===== config.mk =====
export PLATFORM = sky130hd
export DESIGN_NAME = mac_pe
export DESIGN_NICKNAME = d
export VERILOG_FILES = /design/src/rtl/mac_pe.sv
export SDC_FILE = /design/constraint.sdc
export NUM_CORES = 1
export LEC_CHECK = 0
export CAP_MARGIN = 15
export CORE_MARGIN = 5
export CORE_UTILIZATION = 45
export CTS_BUF_LIST = sky130_fd_sc_hd__clkbuf_8
export DETAILED_ROUTE_END_ITERATION = 8
export HOLD_SLACK_MARGIN = 0.05
export MAX_ROUTING_LAYER = met4
export PLACE_DENSITY_LB_ADDON = 0.25
export SYNTH_ARGS = -nofsm -noshare
export SYNTH_HDL_FRONTEND = slang
export SYNTH_SLANG_ARGS = --single-unit

===== constraint.sdc =====
create_clock -name clk -period 3.3 [get_ports clk]
set_input_delay 0.495 -clock clk [delete_from_list [all_inputs] [get_ports clk]]
set_output_delay 0.495 -clock clk [all_outputs]
set_load 0.05 [all_outputs]

===== src/rtl/mac_pe.sv =====
// Signed multiply-accumulate PE: sequential shift-add multiply (one multiplier bit per
// cycle), 32-bit wrap-around accumulate, and registered forwarding of accepted operands.
module mac_pe #(
    parameter int DATA_W = 8,
    parameter int ACC_W  = 32
) (
    input  logic                     clk,
    input  logic                     reset,
    input  logic                     valid,
    input  logic signed [DATA_W-1:0] A_in,
    input  logic signed [DATA_W-1:0] B_in,
    output logic signed [ACC_W-1:0]  y_out,
    output logic        [DATA_W-1:0] A_out,
    output logic        [DATA_W-1:0] B_out,
    output logic                     done,
    output logic                     valid_out
);

    localparam int PROD_W = 2 * DATA_W;
    localparam int CNT_W  = $clog2(DATA_W + 1);

    typedef enum logic [1:0] {IDLE, MUL, ACC} state_t;

    state_t                    state, state_nxt;
    logic signed [PROD_W-1:0]  mcand;
    logic signed [PROD_W-1:0]  prod;
    logic        [DATA_W-1:0]  mplier;
    logic        [CNT_W-1:0]   cnt;
    logic                      accept;
    logic                      last_bit;

    // The multiplier MSB carries weight -2^(DATA_W-1), so its partial product is subtracted.
    function automatic logic signed [PROD_W-1:0] mul_step(
        input logic signed [PROD_W-1:0] acc,
        input logic signed [PROD_W-1:0] addend,
        input logic                     bit_set,
        input logic                     msb
    );
        if (!bit_set)
            return acc;
        return msb ? (acc - addend) : (acc + addend);
    endfunction

    function automatic logic signed [ACC_W-1:0] acc_wrap(
        input logic signed [ACC_W-1:0]  acc,
        input logic signed [PROD_W-1:0] p
    );
        logic signed [ACC_W-1:0] p_ext;
        p_ext = p;
        return acc + p_ext;
    endfunction

    assign last_bit = (cnt == CNT_W'(1));

    always_ff @(posedge clk) begin
        if (reset)
            state <= IDLE;
        else
            state <= state_nxt;
    end

    always_comb begin
        state_nxt = state;
        accept    = 1'b0;
        case (state)
            IDLE: begin
                if (valid) begin
                    accept    = 1'b1;
                    state_nxt = MUL;
                end
            end
            MUL: begin
                if (last_bit)
                    state_nxt = ACC;
            end
            ACC:     state_nxt = IDLE;
            default: state_nxt = IDLE;
        endcase
    end

    always_ff @(posedge clk) begin
        if (reset) begin
            y_out     <= '0;
            A_out     <= '0;
            B_out     <= '0;
            done      <= 1'b0;
            valid_out <= 1'b0;
            mcand     <= '0;
            mplier    <= '0;
            prod      <= '0;
            cnt       <= '0;
        end else begin
            done      <= 1'b0;
            valid_out <= 1'b0;
            case (state)
                IDLE: begin
                    if (accept) begin
                        mcand     <= {{DATA_W{A_in[DATA_W-1]}}, A_in};
                        mplier    <= B_in;
                        prod      <= '0;
                        cnt       <= CNT_W'(DATA_W);
                        A_out     <= A_in;
                        B_out     <= B_in;
                        valid_out <= 1'b1;
                    end
                end
                MUL: begin
                    prod   <= mul_step(prod, mcand, mplier[0], last_bit);
                    mcand  <= mcand <<< 1;
                    mplier <= mplier >> 1;
                    cnt    <= cnt - CNT_W'(1);
                end
                ACC: begin
                    y_out <= acc_wrap(y_out, prod);
                    done  <= 1'b1;
                end
                default: ;
            endcase
        end
    end

endmodule


==> results_dict.tcl <==
set metrics [dict create \
    slew_headroom_pct 34.99 \
    cts_tree "yes" \
    drive_gt1_share_pct 9.501 \
    maxCapViolations 0 \
    use_met2_pct 28.82 \
    io_pins 69 \
    hpwlAfterDp_um 10700 \
    gr-usage-met3_pct 3.218 \
    synth-async-reset-ratio_pct 0 \
    critPathMostFrequentCell "a31oi_2" \
    gp_congestion 0.8904 \
    drtIter0Drc 324 \
    grt_start_max_net_pins 95 \
    grt_usage_pct 18.64 \
    htreeDepth 3 \
    vias 5486 \
    n_antenna_cell 0 \
    synth.avg_cell_area_um2 7.976 \
    ys_top_cells_by_area "dfxtp_1, ha_1, nand2_1" \
    synth_edf_count 0 \
    fmax_mhz 308.2 \
    routedWlPerCell_um 14.73 \
    ys_seq_elements 96 \
    hold_viol 0 \
    tightest_slew_ps 975.1 \
    netlist-cell-type-count 75 \
    ir_drop_uv 253.9 \
    antenna_found_initial 0 \
    ys.flop_type "dfxtp_1" \
    cp_max_fo 5 \
    netlist.area_leader.share_pct 31.87 \
    antenna_left 0 \
    arrival_ps 3490 \
    min_path_type "reg -> reg" \
    numCtsBuffers 9 \
    max_stage_delay_ps 550 \
    vias_per_cell 5.503 \
    hold_buffers 0 \
    required_ps 3540 \
    syn-num-nets 826 \
    met1_usage_pct 24.59 \
    grt-ovfl-total 0 \
    power.density_nw_per_um2 390.9 \
    end_kind "register" \
    gr-max-usage-layer "met2" \
    start_util_pct 45.71 \
    clkTransAtPathRegs_ps 90 \
    status "finished clean" \
    grt_pass1_wl_um 24430 \
    report.final.slew_viol_count 0 \
    finalNetCount 886 \
    power_leakage_nw 2.922 \
    slowest_stage "or4_4" \
    ys_seq_area_share_pct 31.87 \
    core_um2 13190 \
    portBuffers 68 \
    fin_crit_ps 3244 \
    setup_viol 0 \
    cts_root_buf "clkbuf_8" \
    syn_inst 756 \
    startpoint_type "register" \
    rsz0062_at_grt "true" \
    synth_area_leader_cell "dfxtp_1" \
    crit_type "reg -> reg" \
    syn-cell-area_um2 6030 \
    die_area_um2 15810 \
    drc 0 \
    grt_pass1_vias 5221 \
    yosysWarnings 0 \
    skew_ps 9.167 \
    whs_ps 461.3 \
    routed_wl_um 14690 \
    clock_sink_count 96 \
    die_w_um 125.8 \
    path_cells "or4_4, nor4_4, buf_4, a21oi_2, xnor2_1, ha_1, o2111ai_1, a31oi_2, o2111ai_2, a31oi_2, xnor2_2, a211oi_2, a31oi_1, nor2_1" \
    crit_buf_inv 1 \
    insertion_delay_ps 380 \
    rows 42 \
    setup_tns_ps 0 \
    die_y_um 125.8 \
    first_pass_iters 5 \
    cp_top_family "compound AO/OA/AOI/OAI gates" \
    clk_path_buf_depth 2 \
    period_share_pct 98.31 \
    syn_to_final_growth_pct 20.23 \
]
layout make-up:
| type | instances | area (µm²) |
|---|---|---|
| Fill cell | 1237 | 5941 |
| Multi-Input combinational cell | 602 | 3984 |
| Sequential cell | 96 | 1924 |
| Timing Repair Buffer | 86 | 810.8 |
| Tap cell | 176 | 220.2 |
| Clock buffer | 11 | 151.4 |
| Clock inverter | 5 | 80.08 |
| Inverter | 21 | 78.83 |
flip-flops by register name (all words and copies together) (netlist names):
name       cells
done           1
y_out         32
prod          16
state          2
valid_out      1
A_out          8
cnt            4
mcand         16
mplier         8
B_out          8
synth_stat cells, types with 8 or more instances:
cell type and count:
a21o_1 18, a21oi_1 75, a221oi_1 10, a22oi_1 10, a31oi_1 22, clkbuf_1 32
dfxtp_1 96, ha_1 49, inv_1 20, nand2_1 124, nand3_1 22, nand4_1 8
nor2_1 68, nor3_1 9, o21ai_0 23, xnor2_1 22, xor2_1 22
routing by layer:
metal  routed length [µm]  up-vias
li1                     -     2838
met1                 6965     2518
met2                 6828      117
met3                  692       13
met4                  204        0
met5                    0        -
worst min-delay path, stage by stage, from the launching register on:
cell	delay [ps]
dfxtp_1	320
nand2_1	50
a21oi_1	50
per-stage QoR:
stage / setup slack (ps) / instances / cell area, µm² / total power [W] / util, %
floorplan: 299.1 / 756 / 6030 / 0.001742 / -
global placement: 137.1 / 975 / 6874 / 0.001871 / 52.12
detailed placement: 47.37 / 975 / 6874 / 0.001893 / 52.12
CTS: 36.18 / 991 / 7106 / 0.002783 / 53.87
global route: -91.19 / 997 / 7249 / 0.002995 / 54.96
finish: 55.85 / 997 / 7249 / 0.002834 / 54.96
timing repair:
action	in CTS	in global routing
resized for setup	0	23
endpoints found under the setup margin	0	3
buffers inserted	0	6
final timing paths:
kind                                from  slack [ps]       end  cells after the start
worst max-delay path            mcand[1]          60  prod[15]                     14
worst min-delay path            B_out[1]         460  B_out[1]                      2
worst max register to register  mcand[1]          60  prod[15]                     14
worst min register to register  B_out[1]         460  B_out[1]                      2
cells by family (layout without fill, tap and decap cells):
group	count (synthesis)	count (layout)	synth area share, %
buffers and inverters	58	123	3.652
AO/OA/AOI/OAI	215	215	23.93
flip-flops	96	96	31.87
XOR/XNOR	45	45	6.661
multiplexers	2	2	0.3528
adder cells (fa/ha/maj)	51	51	10.83
AND/OR/NAND/NOR	289	289	22.70
layout by cell type, fill, tap and decap left out, types with 3 or more instances in the layout:
master | Yosys | final
nand2_1 | 124 | 124
dfxtp_1 | 96 | 94
a21oi_1 | 75 | 71
nor2_1 | 68 | 67
clkdlybuf4s50_1 | 0 | 67
ha_1 | 49 | 49
xnor2_1 | 22 | 22
nand3_1 | 22 | 22
xor2_1 | 22 | 22
inv_1 | 20 | 21
o21ai_0 | 23 | 20
a31oi_1 | 22 | 20
a21o_1 | 18 | 18
buf_4 | 0 | 18
clkbuf_8 | 0 | 11
a221oi_1 | 10 | 10
a22oi_1 | 10 | 10
nor3_1 | 9 | 9
o21ai_1 | 7 | 8
nand4_1 | 8 | 8
o21a_1 | 7 | 7
nor2b_1 | 7 | 7
nand2b_1 | 6 | 6
a21oi_2 | 3 | 6
a211oi_1 | 6 | 5
or4_1 | 5 | 5
or3_1 | 4 | 4
nor4_1 | 4 | 4
nand3b_1 | 4 | 4
o21bai_1 | 4 | 4
and2_1 | 4 | 4
and4_1 | 4 | 4
and3_1 | 3 | 3
o21ai_2 | 1 | 3
o31ai_2 | 1 | 3
report_power, final:
group	internal (W)	total, W	leakage [nW]	switching, W
sequential	0.00121	0.00125	0.782	0.0000467
combinational	0.000302	0.000695	2.02	0.000393
clock	0.000467	0.000887	0.117	0.000420
Note: power is estimated with default switching activity, not from simulation.
